--- src/rtl/multi_color_tracker_if.sv ---
// Pixel stream, rule configuration and per-target result signals of the colour tracker.
interface multi_color_tracker_if #(
  parameter int NUM_TARGETS = 2,
  parameter int COORD_W     = 12,
  parameter int CNT_W       = 20
);
  logic                           in_valid;
  logic                           in_ready;
  logic [23:0]                    in_pixel;
  logic                           out_valid;
  logic                           out_ready;
  logic [23:0]                    out_pixel;
  logic                           cfg_wr_en;
  logic [1:0]                     cfg_idx;
  logic [10:0]                    cfg_data;
  logic                           frame_valid;
  logic [NUM_TARGETS-1:0]         found;
  logic [NUM_TARGETS*COORD_W-1:0] center_x;
  logic [NUM_TARGETS*COORD_W-1:0] center_y;
  logic [NUM_TARGETS*COORD_W-1:0] width;
  logic [NUM_TARGETS*COORD_W-1:0] height;
  logic [NUM_TARGETS*CNT_W-1:0]   pix_count;

  modport slave (
    input  in_valid, in_pixel, out_ready, cfg_wr_en, cfg_idx, cfg_data,
    output in_ready, out_valid, out_pixel, frame_valid, found,
           center_x, center_y, width, height, pix_count
  );

  modport master (
    output in_valid, in_pixel, out_ready, cfg_wr_en, cfg_idx, cfg_data,
    input  in_ready, out_valid, out_pixel, frame_valid, found,
           center_x, center_y, width, height, pix_count
  );
endinterface

--- src/rtl/multi_color_tracker.sv ---
// Streaming multi-target colour classifier: per-target bounding box and pixel count per frame,
// with square markers from the previous frame's results overlaid on the pass-through stream.
module multi_color_tracker #(
  parameter int WIDTH       = 640,
  parameter int HEIGHT      = 480,
  parameter int NUM_TARGETS = 2,
  parameter int COORD_W     = 12,
  parameter int CNT_W       = 20,
  parameter int MARK_RADIUS = 3,
  parameter int MIN_PIXELS  = 16
) (
  input  logic                 clock_50,
  input  logic                 reset,
  multi_color_tracker_if.slave bus
);
  localparam logic [COORD_W-1:0]      LAST_X = COORD_W'(WIDTH - 1);
  localparam logic [COORD_W-1:0]      LAST_Y = COORD_W'(HEIGHT - 1);
  localparam logic signed [COORD_W:0] RAD_P  = (COORD_W + 1)'(MARK_RADIUS);
  localparam logic signed [COORD_W:0] RAD_N  = -RAD_P;

  logic [COORD_W-1:0]     r_x;
  logic [COORD_W-1:0]     r_y;
  logic                   r_out_valid;
  logic [23:0]            r_out_pixel;
  logic                   r_frame_valid;
  logic                   w_accept;
  logic                   w_first;
  logic                   w_eof;
  logic [NUM_TARGETS-1:0] w_mark;
  logic [23:0]            w_ovl;

  function automatic logic [23:0] mark_colour(input int idx);
    case (idx)
      0:       return 24'hFF0000;
      1:       return 24'h0000FF;
      2:       return 24'hFFFF00;
      default: return 24'hFF00FF;
    endcase
  endfunction

  assign bus.in_ready = ~r_out_valid | bus.out_ready;
  assign w_accept     = bus.in_valid & bus.in_ready;
  assign w_first      = w_accept & (r_x == '0) & (r_y == '0);
  assign w_eof        = w_accept & (r_x == LAST_X) & (r_y == LAST_Y);

  always_ff @(posedge clock_50 or negedge reset) begin
    if (!reset) begin
      r_x <= '0;
      r_y <= '0;
    end else if (w_accept) begin
      if (r_x == LAST_X) begin
        r_x <= '0;
        r_y <= (r_y == LAST_Y) ? '0 : r_y + COORD_W'(1);
      end else begin
        r_x <= r_x + COORD_W'(1);
      end
    end
  end

  for (genvar gi = 0; gi < NUM_TARGETS; gi++) begin : g_tgt
    logic [10:0]             r_shadow;
    logic [10:0]             r_rule;
    logic [10:0]             w_shadow_next;
    logic [10:0]             w_rule;
    logic [7:0]              w_dom;
    logic [7:0]              w_oth_a;
    logic [7:0]              w_oth_b;
    logic                    w_chan_ok;
    logic                    w_match;
    logic                    w_hit;
    logic [COORD_W-1:0]      r_min_x, r_max_x, r_min_y, r_max_y;
    logic [COORD_W-1:0]      w_min_x, w_max_x, w_min_y, w_max_y;
    logic [CNT_W-1:0]        r_cnt;
    logic [CNT_W-1:0]        w_cnt;
    logic                    w_found;
    logic [COORD_W:0]        w_sum_x;
    logic [COORD_W:0]        w_sum_y;
    logic                    r_found;
    logic [COORD_W-1:0]      r_cx, r_cy, r_w, r_h;
    logic [CNT_W-1:0]        r_pix;
    logic signed [COORD_W:0] w_dx;
    logic signed [COORD_W:0] w_dy;

    // The rule set switches at the first pixel of a frame, including a write landing in that cycle.
    assign w_shadow_next = (bus.cfg_wr_en && (bus.cfg_idx == 2'(gi))) ? bus.cfg_data : r_shadow;
    assign w_rule        = w_first ? w_shadow_next : r_rule;

    always_comb begin
      w_dom     = '0;
      w_oth_a   = '0;
      w_oth_b   = '0;
      w_chan_ok = 1'b1;
      case (w_rule[9:8])
        2'd0: begin
          w_dom   = bus.in_pixel[23:16];
          w_oth_a = bus.in_pixel[15:8];
          w_oth_b = bus.in_pixel[7:0];
        end
        2'd1: begin
          w_dom   = bus.in_pixel[15:8];
          w_oth_a = bus.in_pixel[23:16];
          w_oth_b = bus.in_pixel[7:0];
        end
        2'd2: begin
          w_dom   = bus.in_pixel[7:0];
          w_oth_a = bus.in_pixel[23:16];
          w_oth_b = bus.in_pixel[15:8];
        end
        default: w_chan_ok = 1'b0;
      endcase
    end

    assign w_match = w_rule[10] & w_chan_ok & (w_dom >= w_rule[7:0]) &
                     (w_oth_a <= {1'b0, w_dom[7:1]}) & (w_oth_b <= {1'b0, w_dom[7:1]});
    assign w_hit   = w_accept & w_match;

    assign w_min_x = (w_hit && (r_x < r_min_x)) ? r_x : r_min_x;
    assign w_max_x = (w_hit && (r_x > r_max_x)) ? r_x : r_max_x;
    assign w_min_y = (w_hit && (r_y < r_min_y)) ? r_y : r_min_y;
    assign w_max_y = (w_hit && (r_y > r_max_y)) ? r_y : r_max_y;
    assign w_cnt   = (w_hit && (r_cnt != '1)) ? r_cnt + CNT_W'(1) : r_cnt;

    assign w_found = w_rule[10] & (w_cnt >= CNT_W'(MIN_PIXELS));
    assign w_sum_x = {1'b0, w_min_x} + {1'b0, w_max_x};
    assign w_sum_y = {1'b0, w_min_y} + {1'b0, w_max_y};

    always_ff @(posedge clock_50 or negedge reset) begin
      if (!reset) begin
        r_shadow <= '0;
        r_rule   <= '0;
        r_min_x  <= '1;
        r_max_x  <= '0;
        r_min_y  <= '1;
        r_max_y  <= '0;
        r_cnt    <= '0;
        r_found  <= 1'b0;
        r_cx     <= '0;
        r_cy     <= '0;
        r_w      <= '0;
        r_h      <= '0;
        r_pix    <= '0;
      end else begin
        r_shadow <= w_shadow_next;
        r_rule   <= w_rule;
        if (w_eof) begin
          r_min_x <= '1;
          r_max_x <= '0;
          r_min_y <= '1;
          r_max_y <= '0;
          r_cnt   <= '0;
          r_found <= w_found;
          r_cx    <= w_found ? w_sum_x[COORD_W:1] : '0;
          r_cy    <= w_found ? w_sum_y[COORD_W:1] : '0;
          r_w     <= w_found ? (w_max_x - w_min_x + COORD_W'(1)) : '0;
          r_h     <= w_found ? (w_max_y - w_min_y + COORD_W'(1)) : '0;
          r_pix   <= w_found ? w_cnt : '0;
        end else begin
          r_min_x <= w_min_x;
          r_max_x <= w_max_x;
          r_min_y <= w_min_y;
          r_max_y <= w_max_y;
          r_cnt   <= w_cnt;
        end
      end
    end

    // One extra sign bit keeps the distance test from wrapping near the frame edges.
    assign w_dx = $signed({1'b0, r_x}) - $signed({1'b0, r_cx});
    assign w_dy = $signed({1'b0, r_y}) - $signed({1'b0, r_cy});
    assign w_mark[gi] = r_found & (w_dx >= RAD_N) & (w_dx <= RAD_P) &
                        (w_dy >= RAD_N) & (w_dy <= RAD_P);

    assign bus.found[gi]                          = r_found;
    assign bus.center_x[gi*COORD_W +: COORD_W]    = r_cx;
    assign bus.center_y[gi*COORD_W +: COORD_W]    = r_cy;
    assign bus.width[gi*COORD_W +: COORD_W]       = r_w;
    assign bus.height[gi*COORD_W +: COORD_W]      = r_h;
    assign bus.pix_count[gi*CNT_W +: CNT_W]       = r_pix;
  end

  always_comb begin
    w_ovl = bus.in_pixel;
    for (int t = NUM_TARGETS - 1; t >= 0; t--) begin
      if (w_mark[t]) w_ovl = mark_colour(t);
    end
  end

  always_ff @(posedge clock_50 or negedge reset) begin
    if (!reset) begin
      r_out_valid   <= 1'b0;
      r_out_pixel   <= '0;
      r_frame_valid <= 1'b0;
    end else begin
      r_frame_valid <= w_eof;
      if (w_accept) begin
        r_out_valid <= 1'b1;
        r_out_pixel <= w_ovl;
      end else if (bus.out_ready) begin
        r_out_valid <= 1'b0;
      end
    end
  end

  assign bus.out_valid   = r_out_valid;
  assign bus.out_pixel   = r_out_pixel;
  assign bus.frame_valid = r_frame_valid;
endmodule

--- src/flat_wrapper.sv ---
// flat-port wrapper written by rule: the top's interface ports become plain ports
module multi_color_tracker_flat 
#(
  parameter int WIDTH       = 640,
  parameter int HEIGHT      = 480,
  parameter int NUM_TARGETS = 2,
  parameter int COORD_W     = 12,
  parameter int CNT_W       = 20,
  parameter int MARK_RADIUS = 3,
  parameter int MIN_PIXELS  = 16
)
  (clock_50, reset, bus_in_valid, bus_in_pixel, bus_out_ready, bus_cfg_wr_en, bus_cfg_idx, bus_cfg_data, bus_in_ready, bus_out_valid, bus_out_pixel, bus_frame_valid, bus_found, bus_center_x, bus_center_y, bus_width, bus_height, bus_pix_count);
  multi_color_tracker_if #(.NUM_TARGETS(NUM_TARGETS), .COORD_W(COORD_W), .CNT_W(CNT_W)) bus_i ();
  input  logic clock_50;
  input  logic reset;
  input wire logic [$bits(bus_i.in_valid)-1:0] bus_in_valid;
  input wire logic [$bits(bus_i.in_pixel)-1:0] bus_in_pixel;
  input wire logic [$bits(bus_i.out_ready)-1:0] bus_out_ready;
  input wire logic [$bits(bus_i.cfg_wr_en)-1:0] bus_cfg_wr_en;
  input wire logic [$bits(bus_i.cfg_idx)-1:0] bus_cfg_idx;
  input wire logic [$bits(bus_i.cfg_data)-1:0] bus_cfg_data;
  output wire logic [$bits(bus_i.in_ready)-1:0] bus_in_ready;
  output wire logic [$bits(bus_i.out_valid)-1:0] bus_out_valid;
  output wire logic [$bits(bus_i.out_pixel)-1:0] bus_out_pixel;
  output wire logic [$bits(bus_i.frame_valid)-1:0] bus_frame_valid;
  output wire logic [$bits(bus_i.found)-1:0] bus_found;
  output wire logic [$bits(bus_i.center_x)-1:0] bus_center_x;
  output wire logic [$bits(bus_i.center_y)-1:0] bus_center_y;
  output wire logic [$bits(bus_i.width)-1:0] bus_width;
  output wire logic [$bits(bus_i.height)-1:0] bus_height;
  output wire logic [$bits(bus_i.pix_count)-1:0] bus_pix_count;
  assign bus_i.in_valid = bus_in_valid;
  assign bus_i.in_pixel = bus_in_pixel;
  assign bus_i.out_ready = bus_out_ready;
  assign bus_i.cfg_wr_en = bus_cfg_wr_en;
  assign bus_i.cfg_idx = bus_cfg_idx;
  assign bus_i.cfg_data = bus_cfg_data;
  assign bus_in_ready = bus_i.in_ready;
  assign bus_out_valid = bus_i.out_valid;
  assign bus_out_pixel = bus_i.out_pixel;
  assign bus_frame_valid = bus_i.frame_valid;
  assign bus_found = bus_i.found;
  assign bus_center_x = bus_i.center_x;
  assign bus_center_y = bus_i.center_y;
  assign bus_width = bus_i.width;
  assign bus_height = bus_i.height;
  assign bus_pix_count = bus_i.pix_count;
  multi_color_tracker #(.WIDTH(WIDTH), .HEIGHT(HEIGHT), .NUM_TARGETS(NUM_TARGETS), .COORD_W(COORD_W), .CNT_W(CNT_W), .MARK_RADIUS(MARK_RADIUS), .MIN_PIXELS(MIN_PIXELS)) u_core (.clock_50(clock_50), .reset(reset), .bus(bus_i));
endmodule
--- config.mk ---
export PLATFORM = sky130hd
export DESIGN_NAME = multi_color_tracker_flat
export DESIGN_NICKNAME = d
export VERILOG_FILES = /design/src/rtl/multi_color_tracker_if.sv /design/src/rtl/multi_color_tracker.sv /design/src/flat_wrapper.sv
export SDC_FILE = /design/constraint.sdc
export NUM_CORES = 1
export LEC_CHECK = 0
export CORE_MARGIN = 2
export CORE_UTILIZATION = 55
export DETAILED_ROUTE_END_ITERATION = 8
export PLACE_DENSITY_LB_ADDON = 0.12
export SYNTH_ARGS = -nofsm -noshare
export SYNTH_HDL_FRONTEND = slang
export SYNTH_SLANG_ARGS = --single-unit
export TNS_END_PERCENT = 30
--- constraint.sdc ---
create_clock -name clock_50 -period 12.52 [get_ports clock_50]
set_clock_uncertainty 0.2 [all_clocks]
set_input_delay 1.878 -clock clock_50 [delete_from_list [all_inputs] [get_ports clock_50]]
set_output_delay 1.878 -clock clock_50 [all_outputs]
set_load 0.03 [all_outputs]
==> results of run 1 <==
## logic make-up after synthesis
| logic type | Yosys count | share of synthesized area [%] |
|---|---|---|
| compound gates | 644 | 17.05 |
| xor+xnor | 157 | 5.135 |
| fa+ha+maj | 336 | 16.04 |
| buf+inv | 430 | 6.266 |
| flops | 368 | 34.61 |
| mux | 148 | 5.873 |
| simple gates | 819 | 15.03 |
## final cells by class
class / count / area share (%)
clock buffer: 64 / 4.114
inverter: 312 / 3.806
clock inverter: 13 / 0.3209
sequential: 368 / 30.09
tap: 615 / 2.498
multi-input combinational: 2104 / 51.52
timing repair buffer: 243 / 7.652
## worst max-delay path, delay by kind of cell
kind | cells | cell delay, ps
simple gates | 9 | 2380
compound gates | 11 | 2190
xor+xnor | 1 | 80
fa+ha+maj | 5 | 1730
buf+inv | 5 | 1390
mux | 2 | 1230
## per-layer routing
layer  GRT usage (%)  up-vias  routed length, um
li1                -    10620                  -
met1           39.39    10890              32680
met2           49.45      600              35590
met3           5.343      160               4491
met4           10.55        2               2589
met5               0        -                 13
## final timing paths
check	slack, ps	end	cells after the start
setup / recovery	1850	u_core.g_tgt[0].r_w[11]	33
min in group asynchronous	1130	u_core.g_tgt[1].r_w[5]	1
max in group asynchronous	8850	u_core.g_tgt[0].r_cnt[0]	3
hold reg to reg	270	u_core.g_tgt[1].r_h[0]	2
setup reg to reg	2100	u_core.g_tgt[0].r_w[11]	33
hold / removal	270	u_core.g_tgt[1].r_h[0]	2
## power by group through the flow
stage / Combinational, mW / Clock (mW) / Sequential (mW)
2_1_floorplan: 1.24 / 0 / 1.37
3_3_place_gp: 1.69 / 0 / 1.35
3_5_place_dp: 1.73 / 0 / 1.36
4_1_cts: 1.75 / 1.26 / 1.34
5_1_grt: 1.98 / 1.31 / 1.35
6_report: 1.75 / 1.24 / 1.34
## flip-flops by register name (all words and copies together) (netlist names)
signal / flops
u_core.r_x: 12
u_core.g_tgt.r_h: 24
u_core.g_tgt.r_cnt: 40
u_core.g_tgt.r_found: 2
u_core.bus.frame_valid: 1
u_core.g_tgt.r_max_y: 24
u_core.g_tgt.r_min_x: 24
u_core.g_tgt.r_cx: 24
u_core.g_tgt.r_max_x: 24
u_core.r_y: 12
u_core.g_tgt.r_cy: 24
u_core.g_tgt.r_shadow: 22
u_core.g_tgt.r_min_y: 24
u_core.g_tgt.r_w: 24
u_core.g_tgt.r_pix: 40
u_core.g_tgt.r_rule: 22
u_core.bus.out_pixel: 24
u_core.bus.out_valid: 1
## layout by cell type (no fill, tap or decap), drive strengths merged, types with 27 or more instances in the layout
| cell type | instances |
|---|---|
| o21bai | 27 |
| clkdlybuf4s50 | 205 |
| xnor2 | 114 |
| nand3 | 51 |
| dfrtp | 320 |
| o21ai | 129 |
| nor3 | 51 |
| nand4 | 41 |
| a21oi | 117 |
| and3 | 34 |
| o32ai | 36 |
| nor2 | 189 |
| nand2b | 40 |
| nor2b | 27 |
| and2 | 45 |
| xor2 | 43 |
| a22oi | 29 |
| mux2i | 78 |
| nand2 | 254 |
| o31ai | 48 |
| a21o | 55 |
| ha | 324 |
| dfstp | 48 |
| buf | 38 |
| inv | 311 |
| mux2 | 70 |
| clkbuf | 64 |
## stage by stage
step	cells	hold WS, ps	total power [mW]	utilization [%]
2_1_floorplan	2902	252.9	2.610	-
3_3_place_gp	3642	261.6	3.040	61.40
3_5_place_dp	3642	265.9	3.088	61.40
4_1_cts	3719	278.6	4.345	64.25
5_1_grt	3719	305.5	4.632	64.25
6_report	3719	273.0	4.334	64.25
==> results.json, run 1 <==
{
  "synthToLayoutAreaGrowth_pct": 15.05,
  "drv_cap": 0,
  "fin_area_sq_um": 30810,
  "cellPowerDensity_nw_per_um2": 140.7,
  "ys_seq_area_share_pct": 34.61,
  "setup_viol_count_final": 0,
  "internal_power_mw": 2.715,
  "hold_start": "u_core.g_tgt[1].r_h[0]",
  "portBuffers": 206,
  "relSlewSlack_pct": 30.75,
  "placement.cell_area_sq_um": 29440,
  "crit_fanout": 25,
  "timing.setup.tns_ps": 0,
  "synth_commonest_cells": "324 x ha_1, 320 x dfrtp_1, 309 x inv_1, 254 x nand2_1, 189 x nor2_1",
  "cts_root_buf": "clkbuf_16",
  "vias": 22280,
  "rsz0062_at_grt": "false",
  "drc": 0,
  "synth.largest_area_cell": "dfrtp_1",
  "first_pass_iters": 5,
  "critPathCaptureType": "flop",
  "cts_sinks": 368,
  "crit_type": "in -> reg",
  "required_ps": 12780,
  "multi_input_area_sq_um": 15870,
  "dieArea_sq_um": 50470,
  "ctsLongestPathBuffers": 3,
  "slowest_stage": "mux2i_2",
  "grt_usage_pct": 29.86,
  "cts_resized": 0,
  "r2r-start": "u_core.r_x[1]",
  "synth.ff_latch_count": 368,
  "fmax_ghz": 0.09375,
  "die_w_um": 224.7,
  "ys_async_sr_fraction_pct": 100.0,
  "cts_setup_buffers": 0,
  "antennaDiodeCount": 0,
  "ctsHoldBuffers": 0,
  "core_area_sq_um": 47950,
  "cellLeakagePower_nw": 15.05,
  "cts_tree": "yes",
  "run_status": "finished, final reports clean",
  "clock_power_share_pct": 28.7,
  "die_h_um": 224.7,
  "yosys_warnings": 0,
  "fill_cells": 3990,
  "hold_viol": 0,
  "synth_edf_count": 0,
  "post-route-period-util_pct": 85.20,
  "num_rows": 80,
  "fin_crit_ps": 10670,
  "cp_slowest_stage_delay_ps": 670,
  "worst_pin_slew_ps": 1039,
  "power_frac_seq_pct": 30.8,
  "synth_most_common_cell": "ha_1",
  "drt_iter0_markers": 1610,
  "routed_wl_mm": 75.36,
  "drive_above_1_share_pct": 8.988,
  "peakVddDrop_v": 0.00008495,
  "worstSkewPairLatency_ps": 580,
  "grt_overflow": 0,
  "regArea_sq_um": 9269,
  "pre_cts_ws_ps": 1371,
  "swShare_pct": 37.35,
  "postSynthCellCount": 2902,
  "htreeDepth": 2,
  "nNetsFinal": 3450,
  "yosys.area.top_type_share_pct": 29.90,
  "boundaryPins": 207,
  "worstSetupStartpoint": "bus_out_ready",
  "syn_area_sq_um": 26780,
  "viasPerCell": 5.990,
  "switchingPower_mw": 1.619,
  "crit_arrival_ps": 10920,
  "cpMostUsedCell": "ha_1",
  "place.gp.congestion": 0.9046,
  "ys.flop_type": "dfrtp_1",
  "synth_area_leaders": "dfrtp_1 30%, ha_1 15%, dfstp_2 4.7%",
  "avgRoutedWirePerCell_um": 20.26,
  "worstSetupStartpointType": "input pin",
  "grt_pass1_wl_mm": 119.6,
  "ys_types": 90,
  "grt_max_degree": 141,
  "antenna_found_initial": 1,
  "syn-num-nets": 3280,
  "slew_viol_final": 0,
  "cts_buffers": 43,
  "clkSlewWorstSetupHoldPaths_ps": 50,
  "comb_power_share_pct": 40.5,
  "synth_area_per_cell_sq_um": 9.227,
  "holdCritPathClass": "reg -> reg",
  "post-dp-hpwl_mm": 55.58,
  "ant_nets": 0,
  "grt_pass1_vias": 22260,
  "setup_ws_ps": 1853,
  "start_util_pct": 55.85
}
Power figures use the tool's default switching activity.
==> run 2, diff against run 1 <==
CORE_UTILIZATION = 45   (was 55)
==> results.json, run 2 (same netlist as run 1, synthesis figures left out) <==
{
  "run_status": "finished, final reports clean",
  "drt_iter0_markers": 1243,
  "fin_crit_ps": 10870,
  "rsz0062_at_grt": "false",
  "crit_family": "simple AND/OR/NAND/NOR gates",
  "ant_nets": 0,
  "htreeDepth": 2,
  "dp.cells": 3802,
  "routed_wl_mm": 76.29,
  "crit_fanout": 25,
  "die_h_um": 247.9,
  "cp_slowest_stage_delay_ps": 850,
  "core_area_sq_um": 58910,
  "post-route-period-util_pct": 86.81,
  "dieArea_sq_um": 61470,
  "post-dp-hpwl_mm": 56.40,
  "grt_overflow": 0,
  "fill_cells": 5351,
  "critPathCaptureType": "flop",
  "holdCritPathClass": "reg -> reg",
  "grt_pass1_wl_mm": 121.7,
  "relSlewSlack_pct": 25.54,
  "crit_type": "in -> reg",
  "drc": 0,
  "fmax_ghz": 0.09201,
  "boundaryPins": 207,
  "final_cell_mix": "324 x ha_1, 320 x dfrtp_1, 309 x inv_1",
  "nNetsFinal": 3455,
  "antenna_found_initial": 0,
  "ctsLongestPathBuffers": 3,
  "crit_buf_inv": 4,
  "slowest_stage": "or4_1",
  "final_common_cell": "ha_1",
  "vias": 21990,
  "timing.setup.tns_ps": 0,
  "cellLeakagePower_nw": 15.16,
  "crit_arrival_ps": 11150,
  "cts_root_buf": "clkbuf_16",
  "cts_sinks": 368,
  "worstSkewPairLatency_ps": 590,
  "cellPowerDensity_nw_per_um2": 143.6,
  "ctsHoldBuffers": 0,
  "place.gp.congestion": 0.8856,
  "portBuffers": 206,
  "die_w_um": 247.9,
  "avgRoutedWirePerCell_um": 19.63,
  "worstSetupStartpointType": "input pin",
  "grt_pass1_vias": 21870,
  "cts_setup_buffers": 0,
  "largestRegisters": "u_core.g_tgt.r_cnt x40, u_core.g_tgt.r_pix x40",
  "start_util_pct": 45.46,
  "num_rows": 89,
  "first_pass_iters": 5,
  "fin_util_pct": 52.99,
  "clkSlewWorstSetupHoldPaths_ps": 60,
  "synthToLayoutAreaGrowth_pct": 16.56,
  "setup_viol_count_final": 0,
  "grt_usage_pct": 24.98,
  "peakVddDrop_v": 0.00009987,
  "viasPerCell": 5.658,
  "grt_max_degree": 109,
  "required_ps": 12810,
  "path_depth": 31,
  "cpMostUsedCell": "ha_1",
  "hold_viol": 0,
  "drv_cap": 0,
  "antennaDiodeCount": 0,
  "min_path_cells": 2,
  "drive_above_1_share_pct": 9.313,
  "cts_buffers": 46,
  "cts_tree": "yes",
  "worstRegToRegCells": 31,
  "final_cells": 3887,
  "cts_resized": 0,
  "slew_viol_final": 0,
  "worst_pin_slew_ps": 1117
}
==> run 2: cell type report <==
| type | instances | area [sq um] | area share [%] |
|---|---|---|---|
| multi-input cells | 2104 | 15870 | 50.85 |
| clock buffers | 70 | 1371 | 4.393 |
| repair buffers | 245 | 2360 | 7.560 |
| clock inverters | 15 | 202.7 | 0.6494 |
| inverters | 312 | 1171 | 3.752 |
| flip-flops and latches | 368 | 9269 | 29.69 |
| well taps | 773 | 967.2 | 3.099 |
==> run 2: worst paths after layout <==
path,start,to,slack (ps)
worst max-delay path,bus_out_ready,u_core.g_tgt[1].r_w[11],1650
worst min-delay path,u_core.g_tgt[1].r_h[1],u_core.g_tgt[1].r_h[1],280
worst max register to register,u_core.r_x[0],u_core.g_tgt[1].r_w[11],1840
worst min register to register,u_core.g_tgt[1].r_h[1],u_core.g_tgt[1].r_h[1],280
max in group asynchronous,reset,u_core.g_tgt[0].r_pix[8],8690
min in group asynchronous,reset,u_core.g_tgt[1].r_cx[6],1140
==> run 2: layer usage <==
layer,vias to the layer above,part of all wire (%),GRT usage [%]
met5,-,0,0
met4,0,2.2,5.988
met3,97,4.3,3.060
met2,495,47,42.40
met1,10760,46,33.86
li1,10640,-,-
==> run 2: power by group <==
group          total (mW)  switching (mW)  internal [mW]
logic                1.75            1.04          0.704
clock network        1.38           0.544          0.839
registers            1.35          0.0656           1.29
total                4.48            1.65           2.83
==> run 2: tightest hold or removal path, cell delays in order, from the launching register on <==
cell and delay [ps]:
dfrtp_1 330, nand2_1 50, o31ai_1 50
==> run 2: per-stage QoR <==
| stage | area, sq um | worst slack [ps] | power [mW] | hold slack [ps] |
|---|---|---|---|---|
| 2_1_floorplan | 26780 | 2454 | 2.610 | 252.9 |
| 6_report | 31210 | 1652 | 4.482 | 275.3 |
| 5_1_grt | 31210 | 900.9 | 4.811 | 293.9 |
| 3_3_place_gp | 29640 | 1244 | 3.076 | 263.3 |
| 3_5_place_dp | 29640 | 1173 | 3.101 | 265.9 |
| 4_1_cts | 31210 | 1780 | 4.515 | 279.5 |
